### src/rtl/cpu_mem_pkg.sv
// Shared types for the CPU memory subsystem: arbiter state and requester identity.
package cpu_mem_pkg;

  typedef enum logic [1:0] {
    IDLE    = 2'd0,
    BUSY_IF = 2'd1,
    BUSY_DM = 2'd2
  } arb_state_t;

  typedef enum logic {
    REQ_IF = 1'b0,
    REQ_DM = 1'b1
  } req_id_t;

endpackage

### src/rtl/unified_mem_arbiter.sv
// Single-port memory arbiter shared by instruction fetch and the MEM stage.
// One transaction at a time, round-robin on ties, drops flushed fetches.
module unified_mem_arbiter
  import cpu_mem_pkg::*;
#(
  parameter int ADDR_W = 32,
  parameter int DATA_W = 32
) (
  input  logic              clk,
  input  logic              reset,
  input  logic              if_req,
  input  logic [ADDR_W-1:0] if_addr,
  input  logic              if_flush,
  output logic              if_valid,
  output logic [DATA_W-1:0] if_rdata,
  input  logic              dm_req,
  input  logic              dm_we,
  input  logic [ADDR_W-1:0] dm_addr,
  input  logic [DATA_W-1:0] dm_wdata,
  output logic              dm_valid,
  output logic [DATA_W-1:0] dm_rdata,
  output logic              mem_req,
  output logic              mem_we,
  output logic [ADDR_W-1:0] mem_addr,
  output logic [DATA_W-1:0] mem_wdata,
  input  logic              mem_ack,
  input  logic [DATA_W-1:0] mem_rdata,
  output logic              stall,
  output arb_state_t        dbg_state
);

  // Handshakes: requesters hold x_req until the one-cycle x_valid pulse (IF may
  // also abandon via if_flush); mem_req is a level held with stable address/data
  // until the memory returns mem_ack, whose mem_rdata is valid in that same cycle.

  arb_state_t state, state_nxt;
  req_id_t    last_grant;
  logic       drop;
  logic       if_elig, dm_elig;
  logic       grant_if, grant_dm;

  // A requester whose valid pulses this cycle is retiring and must not be regranted.
  assign if_elig = if_req & ~if_flush & ~if_valid;
  assign dm_elig = dm_req & ~dm_valid;

  assign mem_req   = (state != IDLE);
  assign stall     = (if_req & ~if_valid & ~if_flush) | (dm_req & ~dm_valid);
  assign dbg_state = state;

  always_ff @(posedge clk or negedge reset) begin
    if (!reset) begin
      state <= IDLE;
    end else begin
      state <= state_nxt;
    end
  end

  always_comb begin
    state_nxt = state;
    grant_if  = 1'b0;
    grant_dm  = 1'b0;
    unique case (state)
      IDLE: begin
        if (if_elig && (!dm_elig || last_grant == REQ_DM)) begin
          grant_if = 1'b1;
        end else if (dm_elig) begin
          grant_dm = 1'b1;
        end
        if (grant_if) begin
          state_nxt = BUSY_IF;
        end else if (grant_dm) begin
          state_nxt = BUSY_DM;
        end
      end
      BUSY_IF, BUSY_DM: begin
        if (mem_ack) begin
          state_nxt = IDLE;
        end
      end
      default: state_nxt = IDLE;
    endcase
  end

  always_ff @(posedge clk or negedge reset) begin
    if (!reset) begin
      mem_we     <= 1'b0;
      mem_addr   <= '0;
      mem_wdata  <= '0;
      if_valid   <= 1'b0;
      if_rdata   <= '0;
      dm_valid   <= 1'b0;
      dm_rdata   <= '0;
      last_grant <= REQ_IF;
      drop       <= 1'b0;
    end else begin
      if_valid <= 1'b0;
      dm_valid <= 1'b0;
      case (state)
        IDLE: begin
          drop <= 1'b0;
          if (grant_if) begin
            mem_addr   <= if_addr;
            mem_we     <= 1'b0;
            mem_wdata  <= '0;
            last_grant <= REQ_IF;
          end else if (grant_dm) begin
            mem_addr   <= dm_addr;
            mem_we     <= dm_we;
            mem_wdata  <= dm_wdata;
            last_grant <= REQ_DM;
          end
        end
        BUSY_IF: begin
          // A flush in the ack cycle itself also discards the fetched word.
          if (mem_ack) begin
            if (!(drop || if_flush)) begin
              if_valid <= 1'b1;
              if_rdata <= mem_rdata;
            end
            drop <= 1'b0;
          end else if (if_flush) begin
            drop <= 1'b1;
          end
        end
        BUSY_DM: begin
          if (mem_ack) begin
            dm_valid <= 1'b1;
            dm_rdata <= mem_we ? '0 : mem_rdata;
            mem_we   <= 1'b0;
          end
        end
        default: ;
      endcase
    end
  end

endmodule

### config.mk
export PLATFORM = sky130hd
export DESIGN_NAME = unified_mem_arbiter
export DESIGN_NICKNAME = d
export VERILOG_FILES = /design/src/rtl/cpu_mem_pkg.sv /design/src/rtl/unified_mem_arbiter.sv
export SDC_FILE = /design/constraint.sdc
export NUM_CORES = 1
export LEC_CHECK = 0
export ABC_AREA = 1
export BUFFER_PORTS_ARGS = -buffer_cell sky130_fd_sc_hd__buf_4
export CELL_PAD_IN_SITES_DETAIL_PLACEMENT = 2
export CELL_PAD_IN_SITES_GLOBAL_PLACEMENT = 2
export CORE_MARGIN = 4
export CORE_UTILIZATION = 25
export DETAILED_ROUTE_END_ITERATION = 16
export GPL_TIMING_DRIVEN = 0
export PLACE_DENSITY = 0.86
export RECOVER_POWER = 100
export REMOVE_ABC_BUFFERS = 1
export SLEW_MARGIN = 5
export SYNTH_ARGS = -nofsm -noshare
export SYNTH_HDL_FRONTEND = slang
export SYNTH_SLANG_ARGS = --single-unit
### constraint.sdc
create_clock -name clk -period 1.65 [get_ports clk]
set_input_delay 0.4125 -clock clk [delete_from_list [all_inputs] [get_ports clk]]
set_output_delay 0.4125 -clock clk [all_outputs]
set_load 0.03 [all_outputs]
==> key figures, run 1 <==
Synth
  – Cell taking the most area after synthesis: dfrtp_1
  – Syn Std Cell Area: 5870 sq um
  – Synth Area per Inst: 8.37 sq um
  – Yosys warning total: 0
  – Top-area cell type share of the netlist area: 57.6%
  – Seq cells post-synth: 135
  – Synth Instances: 701
  – Register area share after synthesis: 57.6%
  – Yosys cell types: 18
  – Top area cells in the synthesized netlist: dfrtp_1 58%, nand2_1 23%, nand3b_1 4.1%, o21ai_0 3.1%, inv_1 3.0%

Placement
  – Routability cong.: 0.757
  – I/O Buffers: 269
  – Placed Instances: 1247
  – Pre-CTS setup slack: -1.25 ns
  – Post-DP HPWL: 16500 um
  – Placed cell area: 8100 sq um

Floorplan
  – Die Span X: 161 um
  – Starting Density: 25.7%
  – Die H: 161 um
  – Io pins: 270
  – Die ar.: 26000 sq um
  – FP Rows: 55
  – Core area: 22800 sq um

Detailed routing
  – Drt first pass iters: 7
  – Drt drc: 0
  – DR iter-0 viols: 210
  – Final WL: 27700 um
  – WL per Instance: 21.0 um
  – Vias: 6030
  – Post-route antenna net violation count: 0
  – DR vias/cell: 4.57

Critical path
  – Flop2flop setup slack: 0.03 ns
  – Max stage delay on crit path: 0.39 ns
  – R2R Path End: if_rdata[18]
  – Crit Reg-Reg Startpoint: dbg_state[1]
  – Cells along the critical path: inv_2, ha_4, inv_4, buf_8
  – Critical path class: flop to output port
  – Worst Reg-to-Reg Cells: 10
  – Crit path max fanout: 2
  – Slowest cell on the critical path: dfrtp_1
  – Element type at the critical path end: output port
  – Crit path buf inv count: 3
  – CP required: 1.24 ns
  – CP Data Arrival Time: 1.24 ns
  – CP delay by family, top: flip-flops
  – CP Launch Type: flop

Timing
  – Minimum clock period: 1.65 ns
  – Period utilisation layout: 100%
  – RSZ-0062 raised after global routing: true
  – Relative slew slack: 39.1%
  – Worst Setup Slack, final: -0.000606 ns
  – Final Max Slew Viols: 0
  – Final setup vio count: 1
  – Hold Violations, Final: 0
  – Clock Skew: 0.00968 ns
  – Highest clock rate: 606 MHz
  – Worst Tran Pin Value: 0.914 ns
  – Final hold slack: 0.149 ns

Clocking
  – Clock slew at reported path FFs: 0.06 ns
  – Root Buffer: clkbuf_16
  – Worst-Skew Late Latency: 0.42 ns
  – TritonCTS Buffers: 17
  – Clk sink count: 135
  – CTS H-Tree Depth: 4
  – TritonCTS clock tree: built
  – Clock buffer depth: 2

Layout
  – N_diodes: 0
  – Most frequent cells in the layout: 355 x nand2_1, 157 x buf_4, 133 x dfrtp_1
  – Commonest non-fill, non-tap cell in the layout: nand2_1
  – Fillers: 2673
  – Multi-input gate area: 2250 sq um
  – Storage element area: 3380 sq um
  – Syn-to-layout area delta: 51.5%
  – Layout cells sized above 1: 35.1%
  – Design Area, Final: 8890 sq um
  – Layout Nets: 1132
  – Finished Layout Cells: 1320

Status
  – Failing checks: negative setup slack
  – Run status: complete, but fails checks

Global routing
  – First-pass GRT wire length: 40500 um
  – Remaining Overflow, GRT: 0
  – Largest net degree at the start of global routing: 74
  – Initial antenna violation count: 0
  – Gr usage total: 20.1%
  – Vias in the first global route: 6763

Pwr
  – Pwr dens: 2150 nW/um^2
  – Max VDD drop: 0.000658 V
  – Pleak: 4.96 nW

Flow run
  – Maxcap violations: 0

Worst hold path
  – Min-Delay Path Class: input pin to asynchronous set/reset pin
-- synth_stat cells --
cell	n
inv_2	3
buf_4	6
nand3_1	34
nand3_2	2
nor2_1	4
buf_2	17
dfrtp_1	135
o21ai_0	36
a21oi_1	1
nand3b_1	32
inv_1	47
nor2_4	1
nand2_1	361
buf_6	7
o31ai_1	3
ha_1	3
clkbuf_1	8
o21ai_1	1
-- flip-flops by register name, summed over array words and instances, names as in the netlist --
register / flops
dm_rdata: 32
if_rdata: 32
mem_addr: 32
mem_wdata: 32
dbg_state: 2
dm_valid: 1
drop: 1
if_valid: 1
last_grant: 1
mem_we: 1
-- power breakdown --
group	internal, W	total (W)	switching (W)
sequential	0.00482	0.00575	0.000927
clock	0.00235	0.00388	0.00153
combinational	0.00262	0.00946	0.00684
-- worst max path at each step --
stage / end / slack [ns] / cells after the start / startpoint
after floorplan: mem_addr[0] / -1.15 / 7 / if_valid
after global placement: mem_addr[14] / -2.45 / 7 / dm_req
after detailed placement: mem_addr[14] / -1.25 / 8 / if_flush
after CTS: stall / -0.05 / 4 / if_valid
after global routing: last_grant / -0.07 / 8 / if_valid
final: mem_req / -0.0006 / 4 / dbg_state[1]
-- layout make-up --
class | count | area share (%)
Timing Repair Buffer | 302 | 22.9
Inverter | 50 | 2.46
Multi-Input combinational cell | 485 | 25.3
Timing Repair inverter | 3 | 0.239
Clock buffer | 21 | 5.29
Tap cell | 313 | 4.40
Clock inverter | 11 | 1.38
Sequential cell | 135 | 38.0
-- timing repair --
| action | in CTS | in global routing |
|---|---|---|
| hold buffers | 0 | 0 |
| setup buffers | 25 | 5 |
| setup endpoints to repair | 132 | 125 |
| resized for setup | 35 | 19 |
| pin swaps | 8 | 5 |
| gates cloned | 5 | 6 |
-- cell families after synthesis --
kind of cell,Yosys count,synth area share [%]
AO/OA/AOI/OAI,41,3.63
adder cells (fa/ha/maj),3,0.640
buffers and inverters,88,7.27
flip-flops,135,57.6
AND/OR/NAND/NOR,434,30.9
-- through the flow --
step | util, % | TNS, ns | power (W)
6_report | 38.9 | -0.000606 | 0.0191
5_1_grt | 38.9 | -2.93 | 0.0203
3_3_place_gp | 35.2 | -277.98 | 0.0146
4_1_cts | 39.9 | -0.0530 | 0.0199
3_5_place_dp | 35.5 | -98.14 | 0.0151
2_1_floorplan | - | -93.79 | 0.0109
-- routing by layer --
| metal | vias up | global-route usage [%] | wire length [um] |
|---|---|---|---|
| met5 | - | 0 | 0 |
| met3 | 56 | 3.47 | 975 |
| met4 | 0 | 9.77 | 1220 |
| li1 | 2759 | - | - |
| met2 | 173 | 35.9 | 14300 |
| met1 | 3042 | 23.2 | 11100 |
(Power assumes the default switching activity.)
==> inputs of run 2 (changes only) <==
Settings changed: CORE_MARGIN 4 to default, SETUP_SLACK_MARGIN from default to 0.1.
==> key figures, run 2 (synthesized netlist as in run 1, its figures left out) <==
Status
  – Run status: complete, but fails checks
  – Failing checks: negative setup slack

Global routing
  – Largest net degree at the start of global routing: 86
  – First-pass GRT wire length: 38800 um
  – Remaining Overflow, GRT: 0
  – Initial antenna violation count: 0
  – Gr usage total: 21.6%
  – Gr busiest metal: met2
  – Vias in the first global route: 6700
  – Routing usage on met3: 4.18%
  – GR Util met2: 39.0%
  – Grt met1 use: 24.2%

Floorplan
  – Starting Density: 25.7%
  – Die ar.: 24100 sq um
  – Die Span X: 155 um
  – Io pins: 270
  – Core area: 22800 sq um
  – FP Rows: 55
  – Die H: 155 um

Timing
  – Hold Violations, Final: 0
  – Final setup TNS: -0.244 ns
  – Clock Skew: 0.0121 ns
  – Worst Setup Slack, final: -0.0747 ns
  – Highest clock rate: 580 MHz
  – Worst Tran Pin Value: 0.513 ns
  – Final setup vio count: 7
  – Minimum clock period: 1.72 ns
  – Final Max Slew Viols: 0
  – RSZ-0062 raised after global routing: true
  – Period utilisation layout: 105%
  – Relative slew slack: 65.8%

Pwr
  – P_int: 0.0112 W
  – Switching Power: 0.0100 W
  – Pleak: 5.30 nW
  – Switching part of the total: 47.3%
  – Logic pwr share: 53.4%
  – Max VDD drop: 0.000816 V
  – Clk network pwr share: 19.2%
  – Flop pwr share: 27.4%
  – Pwr dens: 2140 nW/um^2

Detailed routing
  – WL per Instance: 21.7 um
  – Vias: 6173
  – Drt drc: 0
  – Post-route antenna net violation count: 0
  – DR iter-0 viols: 242
  – Drt first pass iters: 4
  – Final WL: 29000 um
  – DR vias/cell: 4.62

Flow run
  – Maxcap violations: 0

Clocking
  – CTS H-Tree Depth: 4
  – Clock buffer depth: 2
  – Clk sink count: 135
  – Worst-Skew Late Latency: 0.43 ns
  – Root Buffer: clkbuf_16
  – Clock slew at reported path FFs: 0.06 ns
  – TritonCTS clock tree: built
  – TritonCTS Buffers: 17

Layout
  – Most frequent cells in the layout: 315 x nand2_1, 284 x buf_4, 133 x dfrtp_1
  – Syn-to-layout area delta: 69.2%
  – Fillers: 2495
  – Finished Layout Cells: 1337
  – N_diodes: 0
  – Design Area, Final: 9930 sq um
  – Layout cells sized above 1: 44.6%
  – Commonest non-fill, non-tap cell in the layout: nand2_1
  – Layout Nets: 1149

Critical path
  – CP Data Arrival Time: 1.31 ns
  – Cells along the critical path: inv_2, ha_4, inv_4, buf_6
  – Critical path class: flop to output port
  – CP delay by family, top: flip-flops
  – Max stage delay on crit path: 0.42 ns
  – CP Launch Type: flop
  – Crit path buf inv count: 3
  – Element type at the critical path end: output port
  – CP required: 1.24 ns
  – Slowest cell on the critical path: dfrtp_1
  – Crit path max fanout: 3

Placement
  – I/O Buffers: 269
  – Routability cong.: 0.736
  – Pre-CTS setup slack: -1.69 ns
  – Post-DP HPWL: 15800 um
  – Placed cell area: 8100 sq um
  – Placed Instances: 1247

Worst hold path
  – Min-Delay Path Class: input pin to flop
-- run 2: final cells by class --
cell class	count	area [sq um]	area share, %
Clock buffer	19	433	4.36
Clock inverter	13	168	1.69
Timing Repair Buffer	315	2620	26.3
Multi-Input combinational cell	487	2650	26.6
Sequential cell	135	3380	34.0
Tap cell	313	392	3.94
Inverter	50	243	2.44
Timing Repair inverter	5	52.6	0.529
-- run 2: power by group through the flow --
stage	clock (W)	combinational (W)	sequential, W
floorplan	0	0.00228	0.00857
CTS	0.00410	0.0103	0.00576
global route	0.00426	0.0120	0.00597
detailed placement	0	0.00934	0.00577
finish	0.00407	0.0113	0.00581
global placement	0	0.00887	0.00564
-- run 2: repair_timing --
item,in CTS,in global routing
endpoints found under the setup margin,135,120
gates cloned,6,8
gates resized for setup,86,85
hold buffers,1,0
hold endpoints to repair,50,0
buffers inserted,23,20
pin swaps,62,65
-- run 2: worst min-delay path: stages --
cell,delay (ns)
buf_4,0.08
nand2_1,0.04
nand2_1,0.04
-- run 2: final timing paths --
check	cells past startpoint	slack (ns)	end	startpoint
worst max register to register	9	-0.04	if_rdata[26]	dbg_state[0]
worst min register to register	2	0.48	mem_addr[2]	mem_addr[2]
worst min-delay path	3	0.18	mem_wdata[11]	dm_wdata[11]
min in group asynchronous	2	0.50	dm_rdata[7]	reset
worst max-delay path	4	-0.07	mem_req	dbg_state[0]
max in group asynchronous	3	0.30	mem_we	reset
-- run 2: through the flow --
stage	utilization, %	total power [W]	hold slack (ns)
finish	43.5	0.0212	0.181
global route	43.5	0.0222	0.176
CTS	40.8	0.0201	0.171
detailed placement	35.5	0.0151	0.399
global placement	35.2	0.0145	0.464
floorplan	-	0.0109	0.117
-- run 2: layer usage --
layer  wire, um  part of all wire [%]
met1      11600                    40
met2      15300                    53
met3        976                   3.4
met4       1140                   3.9
met5          0                     0
==> inputs of run 3 (changes only) <==
Settings changed: REMOVE_ABC_BUFFERS 1 to default.
==> key figures, run 3 (synthesized netlist as in run 1, its figures left out) <==
Detailed routing
  – WL per Instance: 17.7 um
  – DR vias/cell: 4.42
  – M1 wire length: 9350 um
  – Top Layer Used: met4
  – Met3 wire length: 1950 um
  – Drt first pass iters: 4
  – Vias: 5884
  – Post-route antenna net violation count: 0
  – DR iter-0 viols: 139
  – Routed wl met2: 12000 um
  – Drt drc: 0
  – Final WL: 23600 um

Clocking
  – Clk sink count: 135
  – CTS H-Tree Depth: 4
  – Worst-Skew Late Latency: 0.42 ns
  – Clock slew at reported path FFs: 0.07 ns
  – Root Buffer: clkbuf_16
  – TritonCTS Buffers: 17
  – TritonCTS clock tree: built
  – Clock buffer depth: 2

Layout
  – Most frequent cells in the layout: 357 x nand2_1, 286 x buf_4, 133 x dfrtp_1
  – Design Area, Final: 9140 sq um
  – Layout cells sized above 1: 36.1%
  – N_diodes: 0
  – Fillers: 2606
  – Syn-to-layout area delta: 55.8%
  – Layout Nets: 1143
  – Commonest non-fill, non-tap cell in the layout: nand2_1

Timing
  – Relative slew slack: 58.6%
  – Hold Violations, Final: 0
  – Final Max Slew Viols: 0
  – Final setup TNS: -0.00481 ns
  – Final hold slack: 0.190 ns
  – Minimum clock period: 1.65 ns
  – Worst Setup Slack, final: -0.00481 ns
  – RSZ-0062 raised after global routing: true
  – Final setup vio count: 1
  – Period utilisation layout: 100%
  – Clock Skew: 0.0127 ns
  – Highest clock rate: 604 MHz
  – Worst Tran Pin Value: 0.621 ns

Global routing
  – Largest net degree at the start of global routing: 102
  – Initial antenna violation count: 0
  – First-pass GRT wire length: 36600 um
  – Remaining Overflow, GRT: 0
  – Vias in the first global route: 6653
  – Gr usage total: 19.9%

Critical path
  – Cells along the critical path: inv_2, ha_4, inv_4, buf_6
  – Crit Reg-Reg Startpoint: dbg_state[0]
  – Worst Reg-to-Reg Cells: 8
  – Element type at the critical path end: output port
  – CP required: 1.24 ns
  – Crit path max fanout: 3
  – Slowest cell on the critical path: dfrtp_2
  – CP Launch Type: flop
  – CP Data Arrival Time: 1.24 ns
  – Flop2flop setup slack: 0.03 ns
  – R2R Path End: mem_addr[23]
  – Crit path buf inv count: 3
  – Max stage delay on crit path: 0.43 ns
  – Critical path class: flop to output port
  – CP delay by family, top: flip-flops

Placement
  – Post-DP HPWL: 17600 um
  – Routability cong.: 0.751
  – I/O Buffers: 269
  – Placed cell area: 8320 sq um

Floorplan
  – Starting Density: 25.7%
  – Die ar.: 24100 sq um
  – Die Span X: 155 um
  – Io pins: 270
  – Die H: 155 um
  – FP Rows: 55
  – Core area: 22800 sq um

Flow run
  – Maxcap violations: 0

Status
  – Run status: complete, but fails checks
  – Failing checks: negative setup slack

Pwr
  – Pwr dens: 2130 nW/um^2
  – Max VDD drop: 0.000700 V
  – Pleak: 5.10 nW

Worst hold path
  – Hold Crit Depth: 3
  – Hold path start: dm_wdata[14]
  – Min-Delay Path Class: input pin to flop
  – Worst hold endpoint: mem_wdata[14]

Synth
  – Net Count, Synth: 839
[run 3: changes by cell type in the layout (fill, tap and decap cells not counted), sizes merged, moves of 2 or more]
cell    before  now
nand3       40   36
bufinv       3    1
clkbuf      19   25
nand2      365  361
clkinv       4    1
[run 3: layout make-up]
type | instances | area, sq um | area share (%)
Sequential cell | 135 | 3380 | 37.0
Timing Repair Buffer | 285 | 2190 | 24.0
Multi-Input combinational cell | 478 | 2100 | 23.0
Clock buffer | 18 | 429 | 4.69
Tap cell | 313 | 392 | 4.28
Buffer | 38 | 317 | 3.46
Inverter | 50 | 190 | 2.08
Clock inverter | 14 | 139 | 1.52
[run 3: metal layers]
layer / up-vias / GRT usage, %
met3: 16 / 6.96
met4: 0 / 5.14
li1: 2762 / -
met1: 2911 / 22.3
met5: - / 0
met2: 195 / 35.6
[run 3: worst max-delay path by stage]
stage            startpoint           end  slack (ns)  cells after the start
2_1_floorplan  dbg_state[1]  if_rdata[10]        0.12                      9
3_3_place_gp          reset  dbg_state[0]       -0.70                      1
3_5_place_dp   dbg_state[0]  dm_rdata[20]       -0.35                      7
4_1_cts        dbg_state[1]       mem_req       -0.03                      4
5_1_grt        dbg_state[0]  mem_addr[23]       -0.09                      8
6_report       dbg_state[0]       mem_req      -0.005                      4
[run 3: report_power, final]
part	internal (W)	leakage, nW	switching (W)
Combinational	0.00361	3.13	0.00633
Clock	0.00211	0.259	0.00165
Sequential	0.00482	1.71	0.000933
[run 3: what timing repair did]
| action | CTS | global route |
|---|---|---|
| setup endpoints to repair | 102 | 124 |
| hold endpoints to repair | 34 | 0 |
| hold buffers | 1 | 0 |
| setup buffers | 5 | 8 |
| resized for setup | 35 | 28 |
| gates cloned | 0 | 1 |
| pin swaps | 4 | 2 |
[run 3: tightest hold or removal path, cell delays in order]
cell and delay [ns]:
buf_4 0.08, nand2_1 0.04, nand2_1 0.04
[run 3: per-stage QoR]
| step | power [W] | setup slack (ns) | std cells | utilization [%] |
|---|---|---|---|---|
| floorplan | 0.0112 | 0.123 | 701 | - |
| global placement | 0.0150 | -0.701 | 1283 | 36.2 |
| detailed placement | 0.0154 | -0.347 | 1284 | 36.4 |
| CTS | 0.0195 | -0.0343 | 1322 | 39.5 |
| global route | 0.0207 | -0.0852 | 1331 | 40.0 |
| finish | 0.0195 | -0.00481 | 1331 | 40.0 |
